==> src/rtl/multicycle_controller.sv <==
`default_nettype none
// +--------------------------------------------------------------------------+
// | Module      : multicycle_controller                                      |
// | Description : Multi-cycle main control FSM for the RV32 core. Sequences  |
// |               each instruction through fetch / decode / execute /        |
// |               memory / writeback, waits on a ready handshake to the      |
// |               shared instruction/data memory, traps on an illegal        |
// |               opcode or on a memory timeout, and drives the datapath     |
// |               mux selects and write strobes.                             |
// | Option      : CTRL_JUMP_EN - when defined, JAL (1101111) is executed     |
// |               through the JAL state; otherwise it traps as illegal.      |
// | Ports       : clk_i, rst_ni (async, active low), opcode_i[6:0],          |
// |               mem_ready_i  -> mem_req_o, mem_we_o, adr_src_o, ir_we_o,   |
// |               pc_we_o, alu_src_a_o[1:0], alu_src_b_o[1:0],               |
// |               alu_op_o[ALU_OP_W-1:0], result_src_o[1:0], reg_write_o,    |
// |               branch_o, retire_o, illegal_o, mem_err_o,                  |
// |               state_o[STATE_W-1:0]                                       |
// | Revision    : 1.0 - initial release                                      |
// +--------------------------------------------------------------------------+
module multicycle_controller #(
  parameter int ALU_OP_W    = 2,
  parameter int MEM_TIMEOUT = 16,
  parameter int STATE_W     = 4
) (
  input  logic                clk_i,
  input  logic                rst_ni,
  input  logic [6:0]          opcode_i,
  input  logic                mem_ready_i,
  output logic                mem_req_o,
  output logic                mem_we_o,
  output logic                adr_src_o,
  output logic                ir_we_o,
  output logic                pc_we_o,
  output logic [1:0]          alu_src_a_o,
  output logic [1:0]          alu_src_b_o,
  output logic [ALU_OP_W-1:0] alu_op_o,
  output logic [1:0]          result_src_o,
  output logic                reg_write_o,
  output logic                branch_o,
  output logic                retire_o,
  output logic                illegal_o,
  output logic                mem_err_o,
  output logic [STATE_W-1:0]  state_o
);

  typedef enum logic [3:0] {
    S_FETCH   = 4'd0,
    S_DECODE  = 4'd1,
    S_MEM_ADR = 4'd2,
    S_MEM_RD  = 4'd3,
    S_MEM_WB  = 4'd4,
    S_MEM_WR  = 4'd5,
    S_EXEC_R  = 4'd6,
    S_EXEC_I  = 4'd7,
    S_ALU_WB  = 4'd8,
    S_BRANCH  = 4'd9,
    S_JAL     = 4'd10,
    S_TRAP    = 4'd15
  } state_e;

  localparam logic [6:0] OP_LOAD   = 7'b0000011;
  localparam logic [6:0] OP_STORE  = 7'b0100011;
  localparam logic [6:0] OP_RTYPE  = 7'b0110011;
  localparam logic [6:0] OP_ITYPE  = 7'b0010011;
  localparam logic [6:0] OP_BRANCH = 7'b1100011;
  localparam logic [6:0] OP_JAL    = 7'b1101111;

  // Counter only has to reach MEM_TIMEOUT-1.
  localparam int CNT_W    = (MEM_TIMEOUT > 2) ? $clog2(MEM_TIMEOUT) : 1;
  localparam int TO_LIMIT = (MEM_TIMEOUT > 0) ? (MEM_TIMEOUT - 1) : 0;

  state_e           state_q, state_d;
  logic [CNT_W-1:0] cnt_q, cnt_d;
  logic             illegal_q, illegal_d;
  logic             mem_err_q, mem_err_d;

  logic             waiting;
  logic             cnt_at_limit;
  logic             timeout_hit;
  logic             entering_wait;

  // States that hold a memory request open and wait on mem_ready_i.
  assign waiting = (state_q == S_FETCH) || (state_q == S_MEM_RD) || (state_q == S_MEM_WR);
  assign cnt_at_limit = (cnt_q == CNT_W'(TO_LIMIT));
  // A ready on the final allowed cycle completes normally.
  assign timeout_hit = (MEM_TIMEOUT != 0) && waiting && !mem_ready_i && cnt_at_limit;

  // ---------------------------------------------------------------- next state
  always_comb begin
    state_d   = state_q;
    illegal_d = illegal_q;
    mem_err_d = mem_err_q;

    case (state_q)
      S_FETCH:   if (mem_ready_i) state_d = S_DECODE;
      S_DECODE: begin
        case (opcode_i)
          OP_LOAD, OP_STORE: state_d = S_MEM_ADR;
          OP_RTYPE:          state_d = S_EXEC_R;
          OP_ITYPE:          state_d = S_EXEC_I;
          OP_BRANCH:         state_d = S_BRANCH;
`ifdef CTRL_JUMP_EN
          OP_JAL:            state_d = S_JAL;
`endif
          default: begin
            state_d   = S_TRAP;
            illegal_d = 1'b1;
          end
        endcase
      end
      S_MEM_ADR: state_d = (opcode_i == OP_LOAD) ? S_MEM_RD : S_MEM_WR;
      S_MEM_RD:  if (mem_ready_i) state_d = S_MEM_WB;
      S_MEM_WB:  state_d = S_FETCH;
      S_MEM_WR:  if (mem_ready_i) state_d = S_FETCH;
      S_EXEC_R:  state_d = S_ALU_WB;
      S_EXEC_I:  state_d = S_ALU_WB;
      S_ALU_WB:  state_d = S_FETCH;
      S_BRANCH:  state_d = S_FETCH;
`ifdef CTRL_JUMP_EN
      S_JAL:     state_d = S_ALU_WB;
`endif
      default:   state_d = S_TRAP;  // TRAP is absorbing; unused codes fall into it
    endcase

    if (timeout_hit) begin
      state_d   = S_TRAP;
      mem_err_d = 1'b1;
    end
  end

  // ---------------------------------------------------------- timeout counter
  assign entering_wait = (state_d != state_q) &&
                         ((state_d == S_FETCH) || (state_d == S_MEM_RD) || (state_d == S_MEM_WR));

  always_comb begin
    cnt_d = cnt_q;
    if (entering_wait) begin
      cnt_d = '0;
    end else if (waiting && !mem_ready_i && !cnt_at_limit) begin
      cnt_d = cnt_q + CNT_W'(1);
    end
  end

  // ------------------------------------------------------------------ state
  always_ff @(posedge clk_i or negedge rst_ni) begin
    if (!rst_ni) begin
      state_q   <= S_FETCH;
      cnt_q     <= '0;
      illegal_q <= 1'b0;
      mem_err_q <= 1'b0;
    end else begin
      state_q   <= state_d;
      cnt_q     <= cnt_d;
      illegal_q <= illegal_d;
      mem_err_q <= mem_err_d;
    end
  end

  // ---------------------------------------------------------- output decode
  logic                mem_req, mem_we, adr_src, ir_we, pc_we;
  logic [1:0]          alu_src_a, alu_src_b, result_src;
  logic [ALU_OP_W-1:0] alu_op;
  logic                reg_write, branch, retire;

  always_comb begin
    mem_req    = 1'b0;
    mem_we     = 1'b0;
    adr_src    = 1'b0;
    ir_we      = 1'b0;
    pc_we      = 1'b0;
    alu_src_a  = 2'b00;
    alu_src_b  = 2'b00;
    alu_op     = '0;
    result_src = 2'b00;
    reg_write  = 1'b0;
    branch     = 1'b0;
    retire     = 1'b0;

    case (state_q)
      S_FETCH: begin
        mem_req    = 1'b1;
        alu_src_b  = 2'b10;
        result_src = 2'b10;
        ir_we      = mem_ready_i;
        pc_we      = mem_ready_i;  // PC <= PC+4 as the instruction lands
      end
      S_DECODE: begin
        alu_src_a = 2'b01;
        alu_src_b = 2'b01;
      end
      S_MEM_ADR: begin
        alu_src_a = 2'b10;
        alu_src_b = 2'b01;
      end
      S_MEM_RD: begin
        mem_req = 1'b1;
        adr_src = 1'b1;
      end
      S_MEM_WB: begin
        result_src = 2'b01;
        reg_write  = 1'b1;
        retire     = 1'b1;
      end
      S_MEM_WR: begin
        mem_req = 1'b1;
        mem_we  = 1'b1;
        adr_src = 1'b1;
        retire  = mem_ready_i;
      end
      S_EXEC_R: begin
        alu_src_a = 2'b10;
        alu_op    = ALU_OP_W'(2'b10);
      end
      S_EXEC_I: begin
        alu_src_a = 2'b10;
        alu_src_b = 2'b01;
        alu_op    = ALU_OP_W'(2'b11);
      end
      S_ALU_WB: begin
        reg_write = 1'b1;
        retire    = 1'b1;
      end
      S_BRANCH: begin
        alu_src_a = 2'b10;
        alu_op    = ALU_OP_W'(2'b01);
        branch    = 1'b1;
        retire    = 1'b1;
      end
`ifdef CTRL_JUMP_EN
      S_JAL: begin
        // PC <= branch target from DECODE; ALU-out <= oldPC+4 for the link write.
        alu_src_a = 2'b01;
        alu_src_b = 2'b10;
        pc_we     = 1'b1;
      end
`endif
      default: ;
    endcase
  end

  // The FSM resets to FETCH, which would otherwise request memory while
  // reset is still held, so the strobes are qualified by rst_ni directly.
  assign mem_req_o    = mem_req   & rst_ni;
  assign mem_we_o     = mem_we    & rst_ni;
  assign ir_we_o      = ir_we     & rst_ni;
  assign pc_we_o      = pc_we     & rst_ni;
  assign reg_write_o  = reg_write & rst_ni;
  assign branch_o     = branch    & rst_ni;
  assign retire_o     = retire    & rst_ni;
  assign adr_src_o    = adr_src;
  assign alu_src_a_o  = alu_src_a;
  assign alu_src_b_o  = alu_src_b;
  assign alu_op_o     = alu_op;
  assign result_src_o = result_src;
  assign illegal_o    = illegal_q;
  assign mem_err_o    = mem_err_q;
  assign state_o      = STATE_W'(state_q);

endmodule
`default_nettype wire
==> config.mk <==
export PLATFORM = sky130hd
export DESIGN_NAME = multicycle_controller
export DESIGN_NICKNAME = d
export VERILOG_FILES = /design/src/rtl/multicycle_controller.sv
export SDC_FILE = /design/constraint.sdc
export NUM_CORES = 1
export LEC_CHECK = 0
export BUFFER_PORTS_ARGS = -buffer_cell sky130_fd_sc_hd__buf_2
export CORE_AREA = 2 2 50 52
export DETAILED_ROUTE_END_ITERATION = 8
export DIE_AREA = 0 0 52 54
export PLACE_DENSITY = 0.73
export SETUP_SLACK_MARGIN = 0.5
export SLEW_MARGIN = 40
export SYNTH_ARGS = -nofsm -noshare
export SYNTH_HDL_FRONTEND = slang
export SYNTH_SLANG_ARGS = --single-unit
==> constraint.sdc <==
create_clock -name clk_i -period 1.95 [get_ports clk_i]
set_input_delay 0.39 -clock clk_i [delete_from_list [all_inputs] [get_ports clk_i]]
set_output_delay 0.39 -clock clk_i [all_outputs]
set_load 0.02 [all_outputs]
==> impl_results.md, run 1 <==
* Seq pwr share at 0.469
* Vias/cell at 6.20
* Seq/Total Area, Yosys at 0.255
* Switch share at 0.237
* RSZ-0062 raised after global routing: yes
* Clock period minus worst slack at 2240 ps
* Setup ws final at -293 ps
* GRT busiest layer: met2
* Number of flops mapped to enable cells by yosys at 0
* H-tree depth at 1
* Synthesized area per cell at 7.73 sq um
* Combinational fraction of design power at 0.100
* Ant. Diodes at 0
* Die Area at 0.00281 sq mm
* CTS tree: yes
* Final layout net count at 220
* Commonest non-fill, non-tap cell in the layout: buf_4
* Multi-input logic area at 888 sq um
* CTS clk-pin slew, worst paths at 70 ps
* Tcrit/Tclk final at 1.15
* Layout area overhead at 105%
* Post-layout power at 445 uW
* Final setup violating endpoints at 17
* Fin. max-slew vios at 0
* Synthesis Warnings at 0
* I/O pin count at 32
* Crit Path Max Fanout at 5
* Maximum vdd drop at 376 uV
* Number of global-route vias before repair at 1,365
* Synth unique cells at 49
* Die span in x at 52 um
* DRT antenna net count at 0
* Cells after Synth at 127
* Slew at the pin closest to its max-slew limit at 389 ps
* GR Layer Usage met1 at 0.321
* Clock sink total at 10
* Seq. cell area at 255 sq um
* P_sw at 105 uW
* Critical Path AT at 2390 ps
* Clock power share at 0.431
* Hold Path Class: primary input to async pin
* Critical path class: flip-flop to flip-flop
* DR WL/cell at 21.7 um
* Req. time, crit path at 2100 ps
* Ranking of synthesized cells by area: dfrtp_1 (25%), nor2_1 (6.1%), nand2_1 (4.6%)
* Port Buf Inserts at 31
* Mapped Nets at 138
* Yosys top cell by area: dfrtp_1
* Yosys reg bits at 10
* Fmax at 446 MHz
* FP Rows at 18
* Vias at 1,476
* GR Overflow Total at 0
* Core Region at 0.00232 sq mm
* WL final at 5170 um
* Relative slew slack at 0.739
* Largest net degree at the start of global routing at 14
* Leak Pwr at 0.000930 uW
* CTS max path bufs at 2
* Internal Power at 339 uW
* Top-area cell type share of the netlist area at 0.255
* R2r setup slk at -290 ps
* Ys flop type: dfrtp_1
* Die H at 54 um
* GPL Wtd Cong at 0.916
* DP Worst Slack at -202 ps
* Commonest cells after routing, fill and taps aside: buf_4 (43), buf_6 (25), buf_2 (12)
* Layout cells sized above 1 at 0.659
* Total global-route track usage at 0.311
* Final Hold Viols at 0
* CTS root buf: clkbuf_4
* TritonRoute pass-1 iters at 6
* Filler cells at 107
* Outcome: complete, but fails checks
* Num CTS Buffers at 3
* GR met3 Demand/Resource at 0.0583
* Element type at the critical path start: flip-flop
* Initial Utilization at 0.423
* Worst skew pair latency at 270 ps
* Detailed placer's ending HPWL at 2380 um
* Asr flop ratio synth at 1.00
* Initial antenna violation count at 0
* Failing checks: negative setup slack
* Mapped Area at 982 sq um
* Crit path capture type: flip-flop
* Met2 usage at 0.565
* DRC Markers at 0
* First-pass GRT wire length at 6220 um
* Setup Skew at 2.92 ps
* DR iter-0 viols at 59
* Maxcap violations at 0
* Pwr dens at 221 mW/mm^2
## path summary, 6_finish.rpt
kind / cells past startpoint / startpoint / to
worst max-delay path: 9 / state_o[3] / cnt_q[0]
worst min-delay path: 2 / rst_ni / cnt_q[3]
worst max register to register: 9 / state_o[3] / cnt_q[0]
worst min register to register: 1 / mem_err_o / mem_err_o
max in group asynchronous: 2 / rst_ni / state_o[1]
min in group clk_i: 1 / mem_err_o / mem_err_o
## sequential cells by signal, summed over array words and instances (netlist names)
register and flops:
illegal_o 1, cnt_q 4, state_o 4, mem_err_o 1
## cell families after synthesis
family	count (synthesis)	synth area share
flops	10	0.255
xor+xnor	4	0.0357
simple gates	68	0.405
compound gates	29	0.199
fa+ha+maj	1	0.0127
buf+inv	12	0.0611
mux	3	0.0318
## metal layers
layer	up-vias	part of all wire	wire [um]
met4	0	0.070	361
met5	-	0	0
met2	111	0.49	2520
li1	620	-	-
met1	704	0.37	1900
met3	41	0.075	388
## power by group through the flow
stage | clock network [uW] | registers (uW) | logic (uW)
6_report | 191 | 209 | 44.7
5_1_grt | 210 | 209 | 46.4
4_1_cts | 196 | 209 | 39.3
3_5_place_dp | 0 | 213 | 36.3
3_3_place_gp | 0 | 213 | 35.0
2_1_floorplan | 0 | 214 | 7.83
## what timing repair did
| item | CTS | global route |
|---|---|---|
| hold buffers | 1 | 0 |
| endpoints found under the hold margin | 4 | 0 |
| resized for setup | 64 | 18 |
| pin swaps | 13 | 8 |
| buffers inserted | 15 | 6 |
| cloned | 1 | 0 |
| endpoints found under the setup margin | 29 | 30 |
## synth_stat cells (2+ instances only)
cell type / n
a21oi_1: 7
and3_1: 3
buf_2: 3
clkbuf_1: 3
dfrtp_1: 10
inv_1: 3
mux2i_1: 2
nand2_1: 12
nand2b_1: 6
nand3_1: 3
nor2_1: 16
nor2b_1: 4
nor3_1: 3
nor3b_1: 4
nor4_1: 3
o211ai_1: 3
o21ai_0: 7
o21ai_1: 2
xnor2_1: 2
xor2_1: 2
## through the flow
step / setup TNS, ps / hold slack [ps] / cell area [sq um] / utilization / instances
after CTS: -1190 / 132 / 1900 / 0.821 / 232
after global placement: -579 / 252 / 1490 / 0.643 / 211
after global routing: -3250 / 151 / 2010 / 0.866 / 238
after detailed placement: -705 / 257 / 1490 / 0.643 / 211
final: -2330 / 170 / 2010 / 0.866 / 238
after floorplan: -930 / 94.4 / 1150 / - / 127
## worst max-delay path: stages, from the launching register on
cell,delay (ps)
dfrtp_2,430
buf_6,140
bufbuf_16,260
o21ai_0,280
o211ai_1,140
buf_4,170
nor3b_1,240
o21ai_1,120
a22oi_2,260
nor2_1,70
## area by class of cell
cell class              count  share of cell area
well taps                  30              0.0187
clock buffers               4              0.0181
flip-flops and latches     10               0.127
inverters                   3             0.00747
multi-input cells         105               0.442
repair buffers             86               0.387
No activity file was read; power rests on OpenSTA's default activity.
==> inputs of run 2 (changes only) <==
Settings changed: CELL_PAD_IN_SITES_DETAIL_PLACEMENT set to 0, CELL_PAD_IN_SITES_GLOBAL_PLACEMENT set to 1, CORE_AREA 2 2 50 52 to 2 2 59 61, DIE_AREA 0 0 52 54 to 0 0 61 63, PLACE_DENSITY 0.73 to unset, PLACE_DENSITY_LB_ADDON set to 0.1, SKIP_LAST_GASP set to 1.
==> impl_results.md, run 2 (synthesized netlist as in run 1, its figures left out) <==
* Outcome: complete, but fails checks
* Initial antenna violation count at 0 (unchanged)
* Maximum vdd drop at 318 uV (-15%)
* Vias at 1,282 (-13%)
* Req. time, crit path at 2130 ps (+30 ps)
* Largest net degree at the start of global routing at 10 (-4)
* Element type at the critical path start: flip-flop
* CTS max path bufs at 2 (unchanged)
* DRT antenna net count at 0 (unchanged)
* I/O pin count at 32 (unchanged)
* Maxcap violations at 0 (unchanged)
* Seq. cell area at 255 sq um (unchanged)
* Layout area overhead at 112%
* Combinational fraction of design power at 0.093 (-0.007)
* Layout cells sized above 1 at 0.643 (-0.0158)
* DRC Markers at 0 (unchanged)
* CTS tree: yes
* First-pass GRT wire length at 5410 um (-13%)
* Worst skew pair latency at 270 ps (about the same)
* Critical Path AT at 2370 ps (-20 ps)
* Critical path class: flip-flop to flip-flop
* Die H at 63 um (+17%)
* GRT busiest layer: met2
* Detailed placer's ending HPWL at 2400 um (+0.87%)
* Initial Utilization at 0.304 (-0.119)
* DR WL/cell at 14.5 um (-33%)
* Number of global-route vias before repair at 1,151 (-16%)
* Relative slew slack at 0.762 (+0.0222)
* Worst r2r src: state_o[2]
* FP Rows at 21 (+3)
* Clock period minus worst slack at 2180 ps (-58.8 ps)
* Multi-input logic area at 892 sq um (+0.42%)
* GPL Wtd Cong at 0.838 (-8.5%)
* Port Buf Inserts at 31 (unchanged)
* Tcrit/Tclk final at 1.12 (-0.0301)
* Hold Path Class: primary input to async pin
* Vias/cell at 5.01 (-19%)
* Clock power share at 0.433 (+0.002)
* Leak Pwr at 0.000942 uW (+1.2%)
* GR met3 Demand/Resource at 0.0414 (-0.0169)
* Commonest cells after routing, fill and taps aside: buf_4 (37), buf_6 (33), nor2_1 (11), buf_2 (11), nand2_1 (7)
* Terminus of the critical flop-to-flop path: cnt_q[2]
* Crit path capture type: flip-flop
* Slew at the pin closest to its max-slew limit at 356 ps (-33.3 ps)
* Final layout net count at 222 (+0.91%)
* Core Region at 0.00323 sq mm (+39%)
* Failing checks: negative setup slack
* Final TNS setup at -2260 ps (+70.0 ps)
* RSZ-0062 raised after global routing: yes
* Die span in x at 61 um (+17%)
* R2R cell count at 7 (-2)
* Met2 usage at 0.301 (-0.264)
* R2r setup slk at -230 ps (+60 ps)
* Commonest non-fill, non-tap cell in the layout: buf_4
* Fmax at 458 MHz (+2.7%)
* TritonRoute pass-1 iters at 4 (-2)
* Final setup violating endpoints at 20 (+3)
* Crit Path Max Fanout at 5 (unchanged)
* Filler cells at 267 (+150%)
* Internal Power at 339 uW (about the same)
* Total global-route track usage at 0.185 (-0.126)
* Setup ws final at -235 ps (+58.8 ps)
* Setup Skew at 8.91 ps (+5.99 ps)
* WL final at 3710 um (-28%)
* Num CTS Buffers at 3 (unchanged)
* Final Hold Viols at 0 (unchanged)
* Fin. max-slew vios at 0 (unchanged)
* CTS root buf: clkbuf_4
* H-tree depth at 1 (unchanged)
* Ant. Diodes at 0 (unchanged)
* GR Layer Usage met1 at 0.237 (-0.0840)
* GR Overflow Total at 0 (unchanged)
* Post-layout power at 441 uW (-0.89%)
* Switch share at 0.230 (-0.00664)
* P_sw at 101 uW (-3.7%)
* CTS clk-pin slew, worst paths at 80 ps (about the same)
* Die Area at 0.00384 sq mm (+37%)
* Seq pwr share at 0.473 (+0.004)
* Clock sink total at 10 (unchanged)
* DR iter-0 viols at 56 (-5.1%)
* Critical Path Start: state_o[2]
* Pwr dens at 212 mW/mm^2 (-4.3%)
run 2: cell count changes in the layout (fill, tap and decap cells not counted), moves of 2 or more:
cell / before / now
buf_6: 25 / 33
buf_4: 43 / 37
buf_12: 2 / 4
nand2_2: 4 / 2
nand2_4: 1 / 3
run 2: critical path, cell delays in order, from the launching register on:
cell and delay [ps]:
dfrtp_2 450, or2_1 260, mux2_4 290, or4_4 460
and2_4 170, a32oi_2 190, a22oi_2 110, nor3_2 170
run 2: timing repair:
item,in CTS,in global routing
pin swaps,16,14
endpoints found under the hold margin,5,0
resized for setup,64,27
gates cloned,0,0
hold buffers,1,0
setup buffers,14,11
setup endpoints to repair,29,30
run 2: final cells by class:
| class | count | share of cell area |
|---|---|---|
| clock buffers | 4 | 0.0174 |
| well taps | 46 | 0.0277 |
| multi-input cells | 105 | 0.429 |
| flip-flops and latches | 10 | 0.123 |
| inverters | 3 | 0.00722 |
| repair buffers | 88 | 0.396 |
run 2: worst max path at each step:
stage,end,slack [ps],cells after the start
2_1_floorplan,cnt_q[2],-250,8
3_3_place_gp,cnt_q[2],-210,8
3_5_place_dp,cnt_q[2],-240,8
4_1_cts,cnt_q[2],-190,7
5_1_grt,cnt_q[3],-330,8
6_report,cnt_q[2],-230,7
run 2: routing by layer:
layer | vias to the layer above | share of wire
met4 | 0 | 0.027
met2 | 34 | 0.53
li1 | 623 | -
met3 | 8 | 0.037
met5 | - | 0
met1 | 617 | 0.41
run 2: stage by stage:
stage	utilization	setup slack (ps)	hold WS, ps	cell area (sq um)	cells
2_1_floorplan	-	-254	94.4	1150	127
3_3_place_gp	0.466	-207	258	1510	226
3_5_place_dp	0.466	-244	260	1510	226
4_1_cts	0.581	-192	140	1880	245
5_1_grt	0.644	-327	168	2080	256
6_report	0.644	-235	171	2080	256
run 2: power groups by stage:
| stage | Sequential (uW) | Clock (uW) | Combinational [uW] |
|---|---|---|---|
| after detailed placement | 213 | 0 | 36.5 |
| after floorplan | 214 | 0 | 7.83 |
| after global routing | 209 | 201 | 44.2 |
| after global placement | 213 | 0 | 35.8 |
| final | 209 | 191 | 41.1 |
| after CTS | 209 | 195 | 39.8 |
==> inputs of run 3 (changes only) <==
Settings changed: REMOVE_ABC_BUFFERS set to 1.
==> impl_results.md, run 3 (synthesized netlist as in run 1, its figures left out) <==
* Setup ws final at -245 ps (-10.6 ps)
* I/O pin count at 32 (unchanged)
* RSZ-0062 raised after global routing: yes
* Initial antenna violation count at 0 (unchanged)
* Final setup violating endpoints at 13 (-35%)
* DR iter-0 viols at 22 (-61%)
* Ant. Diodes at 0 (unchanged)
* Setup Skew at 1.42 ps (-7.49 ps)
* GR Overflow Total at 0 (unchanged)
* Fin util at 0.610 (-0.0341)
* Tcrit/Tclk final at 1.13 (+0.00542)
* TritonRoute pass-1 iters at 4 (unchanged)
* Relative slew slack at 0.761 (about the same)
* Die span in x at 61 um (unchanged)
* Clock sink total at 10 (unchanged)
* Leak Pwr at 0.000905 uW (-3.9%)
* Maximum vdd drop at 281 uV (-12%)
* Final TNS setup at -1530 ps (+729 ps)
* R2r setup slk at -250 ps (about the same)
* Max stage delay on crit path at 460 ps (about the same)
* Worst skew pair latency at 260 ps (about the same)
* DRC Markers at 0 (unchanged)
* Outcome: complete, but fails checks
* Element type at the critical path start: flip-flop
* Fin cells at 254 (-0.78%)
* Terminus of the critical flop-to-flop path: cnt_q[2]
* DR WL/cell at 14.0 um (-3.6%)
* CP bufs+invs at 0 (unchanged)
* CTS root buf: clkbuf_4
* FP Rows at 21 (unchanged)
* Largest net degree at the start of global routing at 11 (+1)
* First-pass GRT wire length at 5380 um (-0.50%)
* Detailed placer's ending HPWL at 2330 um (-3.0%)
* Number of global-route vias before repair at 1,234 (+7.2%)
* Num CTS Buffers at 3 (unchanged)
* Fin. max-slew vios at 0 (unchanged)
* GPL Wtd Cong at 0.791 (-5.6%)
* Critical path class: flip-flop to flip-flop
* Crit path cell chain: or2_1 -> mux2_4 -> or4_4 -> and2_4 -> a32oi_2 -> a22oi_2 -> nor3_2
* Hold Path Class: primary input to async pin
* Crit path capture type: flip-flop
* CTS max path bufs at 2 (unchanged)
* CTS tree: yes
* Commonest non-fill, non-tap cell in the layout: buf_4
* Core Region at 0.00323 sq mm (unchanged)
* Layout area overhead at 101%
* Crit-path leading delay family: simple AND/OR/NAND/NOR gates
* Commonest cells after routing, fill and taps aside: buf_4 (41), buf_6 (31), buf_2 (13)
* Clock period minus worst slack at 2200 ps (+10.6 ps)
* Worst r2r src: state_o[2]
* Layout cells sized above 1 at 0.635 (-0.00824)
* Slew at the pin closest to its max-slew limit at 355 ps (-0.924 ps)
* Fmax at 456 MHz (-0.48%)
* Inst Count DP at 226 (unchanged)
* Die H at 63 um (unchanged)
* Initial Utilization at 0.304 (unchanged)
* CP endpoint: cnt_q[2]
* Failing checks: negative setup slack
* DRT antenna net count at 0 (unchanged)
* Vias at 1,278 (-0.31%)
* CTS Hold Buffers Added at 0 (-1)
* R2R cell count at 7 (unchanged)
* Vias/cell at 5.03 (+0.47%)
* Pwr dens at 217 mW/mm^2 (+2.7%)
* Final Hold Viols at 0 (unchanged)
* Critical Path AT at 2370 ps (about the same)
* Final layout net count at 220 (-0.90%)
* Req. time, crit path at 2130 ps (about the same)
* H-tree depth at 1 (unchanged)
* CP max stage cell: or4_4
* Maxcap violations at 0 (unchanged)
* Crit Path Max Fanout at 5 (unchanged)
* WL final at 3540 um (-4.4%)
* Total global-route track usage at 0.179 (-0.00562)
* Critical Path Start: state_o[2]
* CTS clk-pin slew, worst paths at 60 ps (-20 ps)
* Worst path depth at 7 (unchanged)
* Die Area at 0.00384 sq mm (unchanged)
* Port Buf Inserts at 31 (unchanged)
[run 3: cell count changes in the layout (fill, tap and decap cells not counted), sizes merged]
cell         previous run  this run
buf                    87        86
clkinvlp                1         0
dlygate4sd3             1         0
inv                     2         3
[run 3: what timing repair did]
| item | CTS | global route |
|---|---|---|
| gates cloned | 0 | 0 |
| resized for setup | 55 | 49 |
| pin swaps | 20 | 14 |
| endpoints found under the setup margin | 29 | 30 |
| setup buffers | 16 | 8 |
| endpoints found under the hold margin | 0 | 0 |
[run 3: report_power, final]
part           internal [uW]  total [uW]  switching [uW]
clock network            113         180            67.1
registers                208         209           0.506
logic                   16.5        39.3            22.8
total                    338         429            90.5
[run 3: routing by layer]
metal  global-route usage  vias to the layer above  wire (um)
met1                0.236                      618       1580
met5                    0                        -          0
met2                0.290                       31       1820
met3               0.0186                        8         73
met4               0.0761                        0         76
li1                     -                      621          -
[run 3: per-stage QoR]
step	cell area, sq um	hold slack (ps)	setup slack, ps	power (uW)
after global placement	1380	436	-203	248
after floorplan	933	94.4	-521	222
after detailed placement	1380	437	-226	249
after CTS	1730	157	-195	435
after global routing	1970	193	-328	449
final	1970	193	-245	429
[run 3: how the worst min path moves through the flow]
stage | startpoint | to | cells after the start
5_1_grt | rst_ni | cnt_q[3] | 2
3_5_place_dp | rst_ni | state_o[0] | 2
6_report | rst_ni | state_o[2] | 2
4_1_cts | rst_ni | state_o[3] | 2
2_1_floorplan | rst_ni | cnt_q[0] | 0
3_3_place_gp | rst_ni | illegal_o | 2
[run 3: layout make-up]
class | instances | area (sq um)
multi-input combinational | 105 | 870
sequential | 10 | 254
inverter | 3 | 16.3
clock buffer | 4 | 36.3
tap | 46 | 57.6
timing repair buffer | 86 | 737
fill | 265 | 1260
